<file path="config.mk">
export PLATFORM = sky130hd
export DESIGN_NAME = spi_master_with_single_cs
export DESIGN_NICKNAME = d
export VERILOG_FILES = /design/src/rtl/spi_pkg.sv /design/src/rtl/spi_master_core.sv /design/src/rtl/spi_master_with_single_cs.sv
export SDC_FILE = /design/constraint.sdc
export NUM_CORES = 1
export LEC_CHECK = 0
export CAP_MARGIN = 20
export CORE_MARGIN = 2
export CORE_UTILIZATION = 47
export CTS_CLUSTER_SIZE = 14
export DETAILED_ROUTE_END_ITERATION = 10
export GPL_TIMING_DRIVEN = 0
export PLACE_DENSITY = 0.83
export SYNTH_ARGS = -nofsm -noshare
export SYNTH_HDL_FRONTEND = slang
export SYNTH_SLANG_ARGS = --single-unit
</file>
<file path="constraint.sdc">
create_clock -name i_Clk -period 3.1 [get_ports i_Clk]
set_input_delay 0.62 -clock i_Clk [delete_from_list [all_inputs] [get_ports i_Clk]]
set_output_delay 0.62 -clock i_Clk [all_outputs]
set_load 0.01 [all_outputs]
</file>
<file path="src/rtl/spi_pkg.sv">
// Shared types and mode-decode helpers for the single-CS SPI master.
// Latency: n/a (types and constant functions only).
// Backpressure: n/a.
package spi_pkg;

    // Frame-level control states of the chip-select sequencer.
    typedef enum logic [1:0] {
        IDLE    = 2'd0,
        XFER    = 2'd1,
        CS_HOLD = 2'd2
    } state_t;

    // One byte is 8 leading plus 8 trailing SCLK edges.
    localparam int EDGES_PER_BYTE = 16;

    // Idle level of SCLK for a given SPI mode.
    function automatic logic cpol(input logic [1:0] mode);
        return mode[1];
    endfunction

    // 0: sample on the leading edge, 1: sample on the trailing edge.
    function automatic logic cpha(input logic [1:0] mode);
        return mode[0];
    endfunction

endpackage

</file>
<file path="src/rtl/spi_master_core.sv">
// SCLK edge generator plus TX/RX shift registers for one byte; no chip-select handling.
// Latency: done_o is high in the cycle 17*CLKS_PER_HALF_BIT cycles after start_i is taken.
// Backpressure: start_i is ignored while a byte is in flight. Bit order set by SPI_LSB_FIRST_EN.
module spi_master_core
    import spi_pkg::*;
#(
    parameter int SPI_MODE          = 0,
    parameter int CLKS_PER_HALF_BIT = 2
)
(
    input  logic       clk_i,
    input  logic       rst_i,
    input  logic       start_i,
    input  logic [7:0] tx_byte_i,
    input  logic       miso_i,
    output logic       done_o,
    output logic [7:0] rx_byte_o,
    output logic       sclk_o,
    output logic       mosi_o
);

    localparam logic CPOL = cpol(2'(SPI_MODE));
    localparam logic CPHA = cpha(2'(SPI_MODE));
    localparam int   CNT_W = $clog2(CLKS_PER_HALF_BIT);
    localparam logic [CNT_W-1:0] CNT_LAST = CNT_W'(CLKS_PER_HALF_BIT - 1);
    localparam logic [4:0] EDGE_END  = 5'(EDGES_PER_BYTE);
    localparam logic [4:0] EDGE_LAST = 5'(EDGES_PER_BYTE - 1);

`ifdef SPI_LSB_FIRST_EN
    function automatic logic first_bit(input logic [7:0] b);
        return b[0];
    endfunction
    function automatic logic [7:0] shift_out(input logic [7:0] b);
        return {1'b0, b[7:1]};
    endfunction
    function automatic logic [7:0] shift_in(input logic [7:0] b, input logic bit_in);
        return {bit_in, b[7:1]};
    endfunction
`else
    function automatic logic first_bit(input logic [7:0] b);
        return b[7];
    endfunction
    function automatic logic [7:0] shift_out(input logic [7:0] b);
        return {b[6:0], 1'b0};
    endfunction
    function automatic logic [7:0] shift_in(input logic [7:0] b, input logic bit_in);
        return {b[6:0], bit_in};
    endfunction
`endif

    logic             busy_q, busy_d;
    logic [CNT_W-1:0] cnt_q, cnt_d;
    logic [4:0]       edge_q, edge_d;
    logic [7:0]       tx_q, tx_d;
    logic [7:0]       rx_q, rx_d;
    logic             sclk_q, sclk_d;
    logic             mosi_q, mosi_d;

    logic tick;
    logic leading;

    // A tick every half bit; ticks 1..16 are SCLK edges, tick 17 closes the frame.
    assign tick    = busy_q && (cnt_q == CNT_LAST);
    assign leading = ~edge_q[0];
    assign done_o  = tick && (edge_q == EDGE_END);

    // Next-state: load on start, then toggle SCLK and shift on each tick.
    always_comb begin
        busy_d = busy_q;
        cnt_d  = cnt_q;
        edge_d = edge_q;
        tx_d   = tx_q;
        rx_d   = rx_q;
        sclk_d = sclk_q;
        mosi_d = mosi_q;
        if (start_i && !busy_q) begin
            busy_d = 1'b1;
            cnt_d  = '0;
            edge_d = '0;
            tx_d   = tx_byte_i;
            rx_d   = '0;
            sclk_d = CPOL;
            // With CPHA=0 the first bit must already be on the wire when CS falls.
            if (!CPHA) begin
                mosi_d = first_bit(tx_byte_i);
            end
        end else if (busy_q) begin
            cnt_d = tick ? '0 : cnt_q + 1'b1;
            if (tick) begin
                if (edge_q == EDGE_END) begin
                    busy_d = 1'b0;
                end else begin
                    edge_d = edge_q + 1'b1;
                    sclk_d = ~sclk_q;
                    if (leading) begin
                        if (CPHA) begin
                            mosi_d = first_bit(tx_q);
                            tx_d   = shift_out(tx_q);
                        end else begin
                            rx_d = shift_in(rx_q, miso_i);
                        end
                    end else begin
                        if (CPHA) begin
                            rx_d = shift_in(rx_q, miso_i);
                        end else if (edge_q != EDGE_LAST) begin
                            // Last trailing edge has no next bit: MOSI keeps its value.
                            tx_d   = shift_out(tx_q);
                            mosi_d = first_bit(shift_out(tx_q));
                        end
                    end
                end
            end
        end
    end

    // State register with synchronous reset; SCLK returns to its idle level.
    always_ff @(posedge clk_i) begin
        if (rst_i) begin
            busy_q <= 1'b0;
            cnt_q  <= '0;
            edge_q <= '0;
            tx_q   <= '0;
            rx_q   <= '0;
            sclk_q <= CPOL;
            mosi_q <= 1'b0;
        end else begin
            busy_q <= busy_d;
            cnt_q  <= cnt_d;
            edge_q <= edge_d;
            tx_q   <= tx_d;
            rx_q   <= rx_d;
            sclk_q <= sclk_d;
            mosi_q <= mosi_d;
        end
    end

    assign rx_byte_o = rx_q;
    assign sclk_o    = sclk_q;
    assign mosi_o    = mosi_q;

endmodule

</file>
<file path="src/rtl/spi_master_with_single_cs.sv">
// SPI master, one active-low CS, one full-duplex byte per CS frame (SPI_LSB_FIRST_EN: LSB first).
// Latency: CS low 17*CLKS_PER_HALF_BIT cycles after accept; o_RX_DV in the cycle CS rises.
// Backpressure: o_TX_Ready low from accept until CS has been high CS_INACTIVE_CLKS cycles; no queuing.
module spi_master_with_single_cs
    import spi_pkg::*;
#(
    parameter int SPI_MODE          = 0,
    parameter int CLKS_PER_HALF_BIT = 2,
    parameter int CS_INACTIVE_CLKS  = 1
)
(
    input  logic       i_Clk,
    input  logic       i_Rst,
    input  logic [7:0] i_TX_Byte,
    input  logic       i_TX_DV,
    output logic       o_TX_Ready,
    output logic [7:0] o_RX_Byte,
    output logic       o_RX_DV,
    output logic       o_SPI_Clk,
    output logic       o_SPI_MOSI,
    input  logic       i_SPI_MISO,
    output logic       o_SPI_CS_n
);

    localparam int HOLD_W = (CS_INACTIVE_CLKS > 1) ? $clog2(CS_INACTIVE_CLKS) : 1;
    localparam logic [HOLD_W-1:0] HOLD_LAST = HOLD_W'(CS_INACTIVE_CLKS - 1);

    state_t            state_q, state_d;
    logic              cs_n_q, cs_n_d;
    logic              ready_q, ready_d;
    logic [7:0]        rx_byte_q, rx_byte_d;
    logic              rx_dv_q, rx_dv_d;
    logic [HOLD_W-1:0] hold_q, hold_d;

    logic       tx_accept;
    logic       core_done;
    logic [7:0] core_rx;

    // Ready is registered, so a request is only taken when the host can see ready.
    assign tx_accept = ready_q && i_TX_DV;

    spi_master_core #(
        .SPI_MODE          (SPI_MODE),
        .CLKS_PER_HALF_BIT (CLKS_PER_HALF_BIT)
    ) u_core (
        .clk_i     (i_Clk),
        .rst_i     (i_Rst),
        .start_i   (tx_accept),
        .tx_byte_i (i_TX_Byte),
        .miso_i    (i_SPI_MISO),
        .done_o    (core_done),
        .rx_byte_o (core_rx),
        .sclk_o    (o_SPI_Clk),
        .mosi_o    (o_SPI_MOSI)
    );

    // Frame sequencer: drop CS on accept, raise it with the RX strobe, then hold it high.
    always_comb begin
        state_d   = state_q;
        cs_n_d    = cs_n_q;
        rx_byte_d = rx_byte_q;
        rx_dv_d   = 1'b0;
        hold_d    = hold_q;
        case (state_q)
            IDLE: begin
                if (tx_accept) begin
                    state_d = XFER;
                    cs_n_d  = 1'b0;
                end
            end
            XFER: begin
                if (core_done) begin
                    state_d   = CS_HOLD;
                    cs_n_d    = 1'b1;
                    rx_dv_d   = 1'b1;
                    rx_byte_d = core_rx;
                    hold_d    = '0;
                end
            end
            CS_HOLD: begin
                if (hold_q == HOLD_LAST) begin
                    state_d = IDLE;
                end else begin
                    hold_d = hold_q + 1'b1;
                end
            end
            default: begin
                state_d = IDLE;
                cs_n_d  = 1'b1;
            end
        endcase
        ready_d = (state_d == IDLE);
    end

    // Sequencer registers; reset aborts any frame without an RX strobe.
    always_ff @(posedge i_Clk) begin
        if (i_Rst) begin
            state_q   <= IDLE;
            cs_n_q    <= 1'b1;
            ready_q   <= 1'b0;
            rx_byte_q <= '0;
            rx_dv_q   <= 1'b0;
            hold_q    <= '0;
        end else begin
            state_q   <= state_d;
            cs_n_q    <= cs_n_d;
            ready_q   <= ready_d;
            rx_byte_q <= rx_byte_d;
            rx_dv_q   <= rx_dv_d;
            hold_q    <= hold_d;
        end
    end

    assign o_TX_Ready = ready_q;
    assign o_RX_Byte  = rx_byte_q;
    assign o_RX_DV    = rx_dv_q;
    assign o_SPI_CS_n = cs_n_q;

endmodule

</file>
# Yosys cells after proc, flatten, opt, wreduce, memory -nomap -nowiden
# Index checks and enable logic that the tools add are counted.
# word_totals
inputBits,12
elab_cells,76
output_inout_bits,13
reg_bits,38
# op_classes
reduce_logical,20
n_mux,28
n_eq_ne,7
n_bitwise,5
add_sub_neg,3
# ops
op,count
2-to-1 mux 7 bit,6
2-to-1 mux 1 bit,16
nonzero test 2 bit,5
2-to-1 mux 2 bit,3
one-hot mux 2 bit (3 select lines),1
AND reduction 3 bit,2
"adder 5 x 1 -> 5 bit, second input constant",1
"equality test 5 bit, second input constant",1
"inequality test 5 x 4 -> 1 bit, second input constant",1
NOT 1 bit,5
AND reduction 5 bit,1
logical AND 1 bit,4
logical NOT 2 bit,2
"inequality test 2 x 1 -> 1 bit, second input constant",2
AND reduction 2 bit,2
AND reduction 4 bit,1
OR reduction 2 bit,2
one-hot mux 1 bit (3 select lines),1
"adder 1 bit, second input constant",2
"equality test 2 x 1 -> 1 bit, second input constant",1
"equality test 2 bit, second input constant",1
"inequality test 2 bit, second input constant",1
one-hot mux 1 bit (2 select lines),1
logical NOT 1 bit,1

# Logic depth before layout (Yosys ltp)
# depth
ltp_word,7
depth_mapped,7
mapped_depth_nobuf,6

# Modules after synthesis
# Synthesis repeated with hierarchy kept, for this count alone.
# hier_totals
cells_unflattened,161
hier_area_um2,1602.8
# modules_own_cells
module,n_inst,cells_per_inst,seq_area_each_um2,area_per_inst_um2
spi_master_core,1,106,480.5,1016.0
spi_master_with_single_cs,1,55,260.2,586.8

# Worst setup path after synthesis
# Ideal clock, no wire load.
# synth_timing
path_type,register -> register
from,reg u_core.edge_q[0]
to,reg u_core.mosi_q (netlist: u_core.mosi_o)
slack_ns,1.302
stages_incl_launch_ff,8
period_less_slack_ns,1.798
required_ns,3.014
path_buffers,1
setup_time_ns,0.086
t_arrival_ns,1.712
cell_sequence,dfxtp_1 ha_1 and3_1 ha_1 nand4b_2 nand2b_1 clkbuf_1 a211oi_1
# synth_between
elab_chain_len,3
elab_cells_between_ends,6
classes_between,3 x eq/ne; 3 x reduce/logical
# synth_lines
element,line,text
from (decl),spi_master_core.sv:53,"logic [4:0] edge_q, edge_d;"
from (signal assigned),spi_master_core.sv:129,edge_q <= edge_d;
equality test 5 bit or inequality test 5 x 4 -> 1 bit (tied branches),"spi_master_core.sv:90, spi_master_core.sv:105",
inequality test 2 x 1 -> 1 bit (no source line) or nonzero test 2 bit (tied branches),--,
AND reduction 5 bit (no source line) (*),--,
to (signal assigned),spi_master_core.sv:133,mosi_q <= mosi_d;
to (decl),spi_master_core.sv:57,"logic mosi_q, mosi_d;"
# Every way passes the cells marked *; elsewhere a longest branch is shown, timed or not.
# A chain may end at the register's enable or synchronous reset.

# Worst setup path in the final report
# layout_timing
from,reg u_core.edge_q[0]
to,reg u_core.tx_q[6]
# layout_between
elab_chain_len,3
elab_cells_between_ends,6
classes_between,3 x eq/ne; 3 x reduce/logical
# layout_lines
element,line,text
equality test 5 bit or inequality test 5 x 4 -> 1 bit (tied branches),"spi_master_core.sv:90, spi_master_core.sv:105",
inequality test 2 x 1 -> 1 bit (no source line) or nonzero test 2 bit (tied branches),--,
AND reduction 5 bit (no source line) (*),--,
to (signal assigned),spi_master_core.sv:130,tx_q <= tx_d;
to (decl),spi_master_core.sv:54,"logic [7:0] tx_q, tx_d;"
# Marked as above.

==> impl_metrics.json <==
{
  "crit_type": "reg2reg",
  "synth.distinct_cells": 35,
  "peakVddDrop_uv": 237.6,
  "diodes": 0,
  "postCtsResizedCells": 0,
  "min_period_ns": 2.082,
  "io_buffers": 24,
  "wl_per_cell_um": 13.09,
  "htree_levels": 2,
  "cap_violations": 0,
  "clkSlewWorstSetupHoldPaths_ns": 0.11,
  "grt_pass1_wl_mm": 5.395,
  "drc": 0,
  "power_leakage_uw": 0.0006794,
  "grt_usage_pct": 19.31,
  "synth_seq_cells": 37,
  "clockRootBuffer": "clkbuf_4",
  "final_common_cell": "dfxtp_1",
  "yosysSeqAreaShare_pct": 47.02,
  "syn2layout_area_growth_pct": 22.08,
  "rows": 21,
  "finalCritPeriodShare_pct": 67.16,
  "clock_sink_count": 37,
  "startpoint_type": "flop",
  "avgSynthCellArea_sq_um": 8.850,
  "cts_hold_buf": 0,
  "utilization_pct": 58.55,
  "power.total_uw": 822.5,
  "num_vias": 1412,
  "syn_area_sq_mm": 0.001575,
  "cts_buffers": 5,
  "overflow": 0,
  "avgViaCountPerCell": 5.537,
  "drt_wl_total_mm": 3.337,
  "final_hold_viol_count": 0,
  "start_util_pct": 47.96,
  "worst-endpoint-arrival_ns": 2.34,
  "postCtsSetupBuffers": 0,
  "core_sq_mm": 0.003284,
  "layout_common_cells": "37 x dfxtp_1, 24 x clkdlybuf4s50_1, 21 x nand3_1",
  "hp-class": "reg2reg",
  "tightest_slew_ns": 0.4813,
  "drive_gt1_share_pct": 7.177,
  "status": "completed",
  "max_freq_ghz": 0.4803,
  "antenna_left": 0,
  "ys.warnings.count": 0,
  "clock_latency_ns": 0.34,
  "fin_skew_ns": 0.01419,
  "power_density_mw_per_mm2": 427.7,
  "finalSetupViolCount": 0,
  "final_nets": 224,
  "grt_max_degree": 12,
  "slew_viol_final": 0,
  "finalSetupTns_ns": 0,
  "synth_cells": 178,
  "rsz0062_at_grt": "no",
  "synth_nets": 193,
  "gp_congestion": 0.7975,
  "antenna_found_initial": 0,
  "path_max_fanout": 9,
  "dp_hpwl_mm": 2.412,
  "clockBufferDepth": 2,
  "fp.dieW_um": 61.90,
  "whs_ns": 0.4751,
  "dieArea_sq_mm": 0.003831,
  "relSlewSlack_pct": 67.81,
  "dr.pass1.iters": 5,
  "required_ns": 3.36,
  "tritoncts": "yes",
  "crit_path_end_kind": "flop",
  "ios": 25,
  "drtIter0Drc": 98,
  "grt_pass1_vias": 1195,
  "die_h_um": 61.90
}
## cell usage after synthesis, drive strengths merged
cell type	number	area [sq um]
or3	2	12.51
and2	1	6.260
inv	5	18.77
a221oi	1	8.760
mux2i	8	80.08
nand2	3	13.77
dfxtp	37	740.7
nand3	21	105.1
nor3	11	66.32
nand4bb	1	11.26
a2111oi	1	8.760
clkbuf	6	22.52
and3b	1	8.760
nand3b	1	7.510
and4bb	1	12.51
nor2	15	56.30
nand2b	1	6.260
o211ai	1	7.510
or4	1	7.510
a21oi	16	80.08
a31oi	1	6.260
and4b	1	10.01
a21o	1	7.510
xnor2	1	8.760
nand4b	2	23.77
o21ai	21	105.1
a211oi	7	52.55
and3	1	6.260
ha	3	37.54
buf	6	36.28
## routing by layer
metal	track usage [%]	part of all wire (%)
met3	5.590	4.5
met2	29.17	46
met5	0	0
met1	26.02	48
met4	7.599	1.6
## where the power goes
group,internal (uW),switching [uW]
logic,39.3,40.5
registers,489,11.4
clock network,86.2,156
total,615,208
## area by class of cell
cell class                 instances  area [sq um]
buffer                            12         58.81
clock inverter                     1         8.758
fill                             302          1361
sequential                        37         740.7
timing repair buffer              24         240.2
inverter                           5         18.77
clock buffer                       6         41.29
multi-input combinational        124         757.0
tap                               46         57.56
## critical path, cell delays in order (launching register included)
cell and delay [ns]:
dfxtp_1 0.40, ha_1 0.25, and3_1 0.20, ha_1 0.19, nand4b_2 0.31, nand2b_1 0.22
clkbuf_1 0.18, a211oi_1 0.25
## registers in the layout, summed over array words and instances (netlist names)
name / flops
o_RX_DV: 1
u_core.mosi_o: 1
u_core.rx_byte_o: 8
o_TX_Ready: 1
u_core.cnt_q: 1
o_RX_Byte: 8
state_q: 2
u_core.sclk_o: 1
u_core.edge_q: 5
o_SPI_CS_n: 1
u_core.tx_q: 7
u_core.busy_q: 1
## final timing paths
path                                          from                           to  slack (ns)  depth (start not counted)
setup / recovery     u_core.edge_q[0]$_SDFFE_PP0P_  u_core.tx_q[6]$_SDFFE_PP0P_        1.02                          7
hold reg to reg   u_core.rx_byte_o[1]$_SDFFE_PP0P_    o_RX_Byte[1]$_SDFFE_PP0P_        0.48                          2
hold / removal    u_core.rx_byte_o[1]$_SDFFE_PP0P_    o_RX_Byte[1]$_SDFFE_PP0P_        0.48                          2
setup reg to reg     u_core.edge_q[0]$_SDFFE_PP0P_  u_core.tx_q[6]$_SDFFE_PP0P_        1.02                          7
## logic make-up after synthesis
logic type / synth area share, %
AND/OR/NAND/NOR: 22.48
AO/OA/AOI/OAI: 17.55
flip-flops: 47.02
buffers and inverters: 4.924
multiplexers: 5.084
adder cells (fa/ha/maj): 2.383
XOR/XNOR: 0.5561
## stage by stage
stage	std cells	area [sq um]	worst slack (ns)
global placement	248	1873	0.8535
detailed placement	248	1873	0.8731
CTS	255	1923	1.007
floorplan	178	1575	1.302
finish	255	1923	1.018
global route	255	1923	0.8935
Note: power is estimated with default switching activity, not from simulation.
==> RTL change (same settings) <==
`CLKS_PER_HALF_BIT` is set to 2 in 2 places; all go to 4.
--- a/src/rtl/spi_master_core.sv
+++ b/src/rtl/spi_master_core.sv
@@ -7,3 +7,3 @@
     parameter int SPI_MODE          = 0,
-    parameter int CLKS_PER_HALF_BIT = 2
+    parameter int CLKS_PER_HALF_BIT = 4
 )
--- a/src/rtl/spi_master_with_single_cs.sv
+++ b/src/rtl/spi_master_with_single_cs.sv
@@ -7,3 +7,3 @@
     parameter int SPI_MODE          = 0,
-    parameter int CLKS_PER_HALF_BIT = 2,
+    parameter int CLKS_PER_HALF_BIT = 4,
     parameter int CS_INACTIVE_CLKS  = 1
Function: changed (Yosys sat finds a counterexample within 10 cycles, from zero or initial values and one cycle with i_Rst high).
==> RTL change against the unedited design <==
Synthesized area grew 6.3%; design area grew 6.1%; hold slack better by 0.0090 ns; utilization increased by 1.6 points; routed wire length rose by 3.2%; setup slack better by 0.060 ns; maximum frequency is 3.0% higher; total power grew 12%; count of clock-buffer cells in the layout decreased by 1; die area is 5.9% higher; sequential cell count up 1; clock power up 37%; critical endpoint is now u_core.tx_q[3]$_SDFFE_PP0P_.
==> RTL change: results (changes against the unedited design) <==
Status
  – Status: completed (unchanged)

Finish
  – Fill cell count: 298 (was 302)
  – Layout non-clock buf frac: 0.145 (was 0.155)
  – Post-Layout Cell Count: 262 (was 255)
  – Clock-cell share: 0.0380 (was 0.0260)
  – Multi-input gate area: 828 µm² (was 757 µm²)
  – Multi-input gates: 129 (was 124)
  – Final Util: 0.602 (was 0.586)
  – Fin nets: 231 (was 224)
  – Layout cells sized above 1: 0.116 (was 0.0718)
  – ANT cells: 0 (unchanged)

Synthesis
  – XOR/XNOR Fraction of Synth Area: 0 (was 0.00556)
  – Post-synth cell types: 36 (was 35)
  – Top cells by instance count after synthesis: 38 x dfxtp_1, 21 x nand3_1, 20 x o21ai_0 (was 37 x dfxtp_1, 21 x nand3_1, 16 x a21oi_1)
  – Syn nets: 201 (was 193)
  – Ys flop type: dfxtp_1 (unchanged)
  – Register area share after synthesis: 0.454 (was 0.470)
  – Syn. warnings: 0 (unchanged)
  – Post-synthesis mux area share: 0.0538 (was 0.0508)
  – Compound-Gate Fraction of Synth Area: 0.189 (was 0.176)
  – Top area cells in the synthesized netlist: dfxtp_1 45%, nand3_1 6.3%, o21ai_0 6.0%, mux2i_1 5.4%, a211oi_2 5.2% (was dfxtp_1 47%, nand3_1 6.7%, a21oi_1 5.1%, mux2i_1 5.1%, o21ai_0 4.8%)
  – Post-Synth Adder-Cell Area: 0.0299 (was 0.0238)
  – Avg Synthesized Cell Area: 9.05 µm² (was 8.85 µm²)

Power and ir drop
  – Sequential power share: 0.556 (was 0.609)
  – Net Sw Frac: 0.230 (was 0.252)
  – P_clk: 0.331 mW (was 0.242 mW)
  – Peak supply drop: 0.237 mV (was 0.238 mV)
  – Cell leakage power: 0.722 nW (was 0.679 nW)

Clock network
  – Clock sink count: 38 (was 37)
  – Number of gates resized after cts: 0 (unchanged)

GRT
  – Total Routing Usage GR: 0.189 (was 0.193)
  – Largest net degree at the start of global routing: 13 (was 12)
  – Vias in the first global route: 1304 (was 1195)
  – First-pass GRT wire length: 6030 µm (was 5400 µm)
  – Antenna violations before repair: 0 (unchanged)

Critical path
  – Reg2Reg Launch Point: u_core.edge_q[0]$_SDFFE_PP0P_ (unchanged)
  – Crit path to: u_core.tx_q[3]$_SDFFE_PP0P_ (was u_core.tx_q[6]$_SDFFE_PP0P_)
  – Arrival time worst endpoint: 2.29 ns (was 2.34 ns)

Worst hold path
  – WHS Endpoint: o_RX_Byte[7]$_SDFFE_PP0P_ (was o_RX_Byte[1]$_SDFFE_PP0P_)

Detailed routing
  – Final WL: 3440 µm (was 3340 µm)
  – Starting DRT DRC Count: 68 (was 98)
  – Pre-Repair DR Iteration Count: 4 (was 5)
  – Via density: 5.47 (was 5.54)

STA
  – PnR worst setup slack: 1.08 ns (was 1.02 ns)
  – Slew headroom: 0.688 (was 0.678)

Placement
  – Cell Area, Placed: 1960 µm² (was 1870 µm²)
  – Number of port buffers: 23 (was 24)
  – Pre-CTS setup slack: 1.02 ns (was 0.873 ns)
## RTL change: cell types whose count changed in the layout (fill, tap and decap cells not counted), moves of 2 or more
cell / change
a211oi_2: +7
clkbuf_1: -2
o21ai_0: +5
a211oi_1: -7
clkinv_2: +2
o21ai_1: -5
## RTL change: per-layer routing
| metal | vias to the layer above | part of all wire | track usage |
|---|---|---|---|
| met2 | 41 | 0.48 | 0.288 |
| met3 | 0 | 0.060 | 0.0625 |
| met1 | 662 | 0.46 | 0.253 |
| met4 | 0 | 0 | 0.0598 |
| met5 | - | 0 | 0 |
| li1 | 729 | - | - |
## RTL change: tightest hold or removal path, stage by stage (launching register included)
cell     delay (ns)
dfxtp_1        0.34
nand3_1        0.06
a21oi_1        0.06
## RTL change: cells by family after synthesis
family	Yosys count
flops	38
mux	9
simple gates	66
compound gates	50
buf+inv	18
fa+ha+maj	4
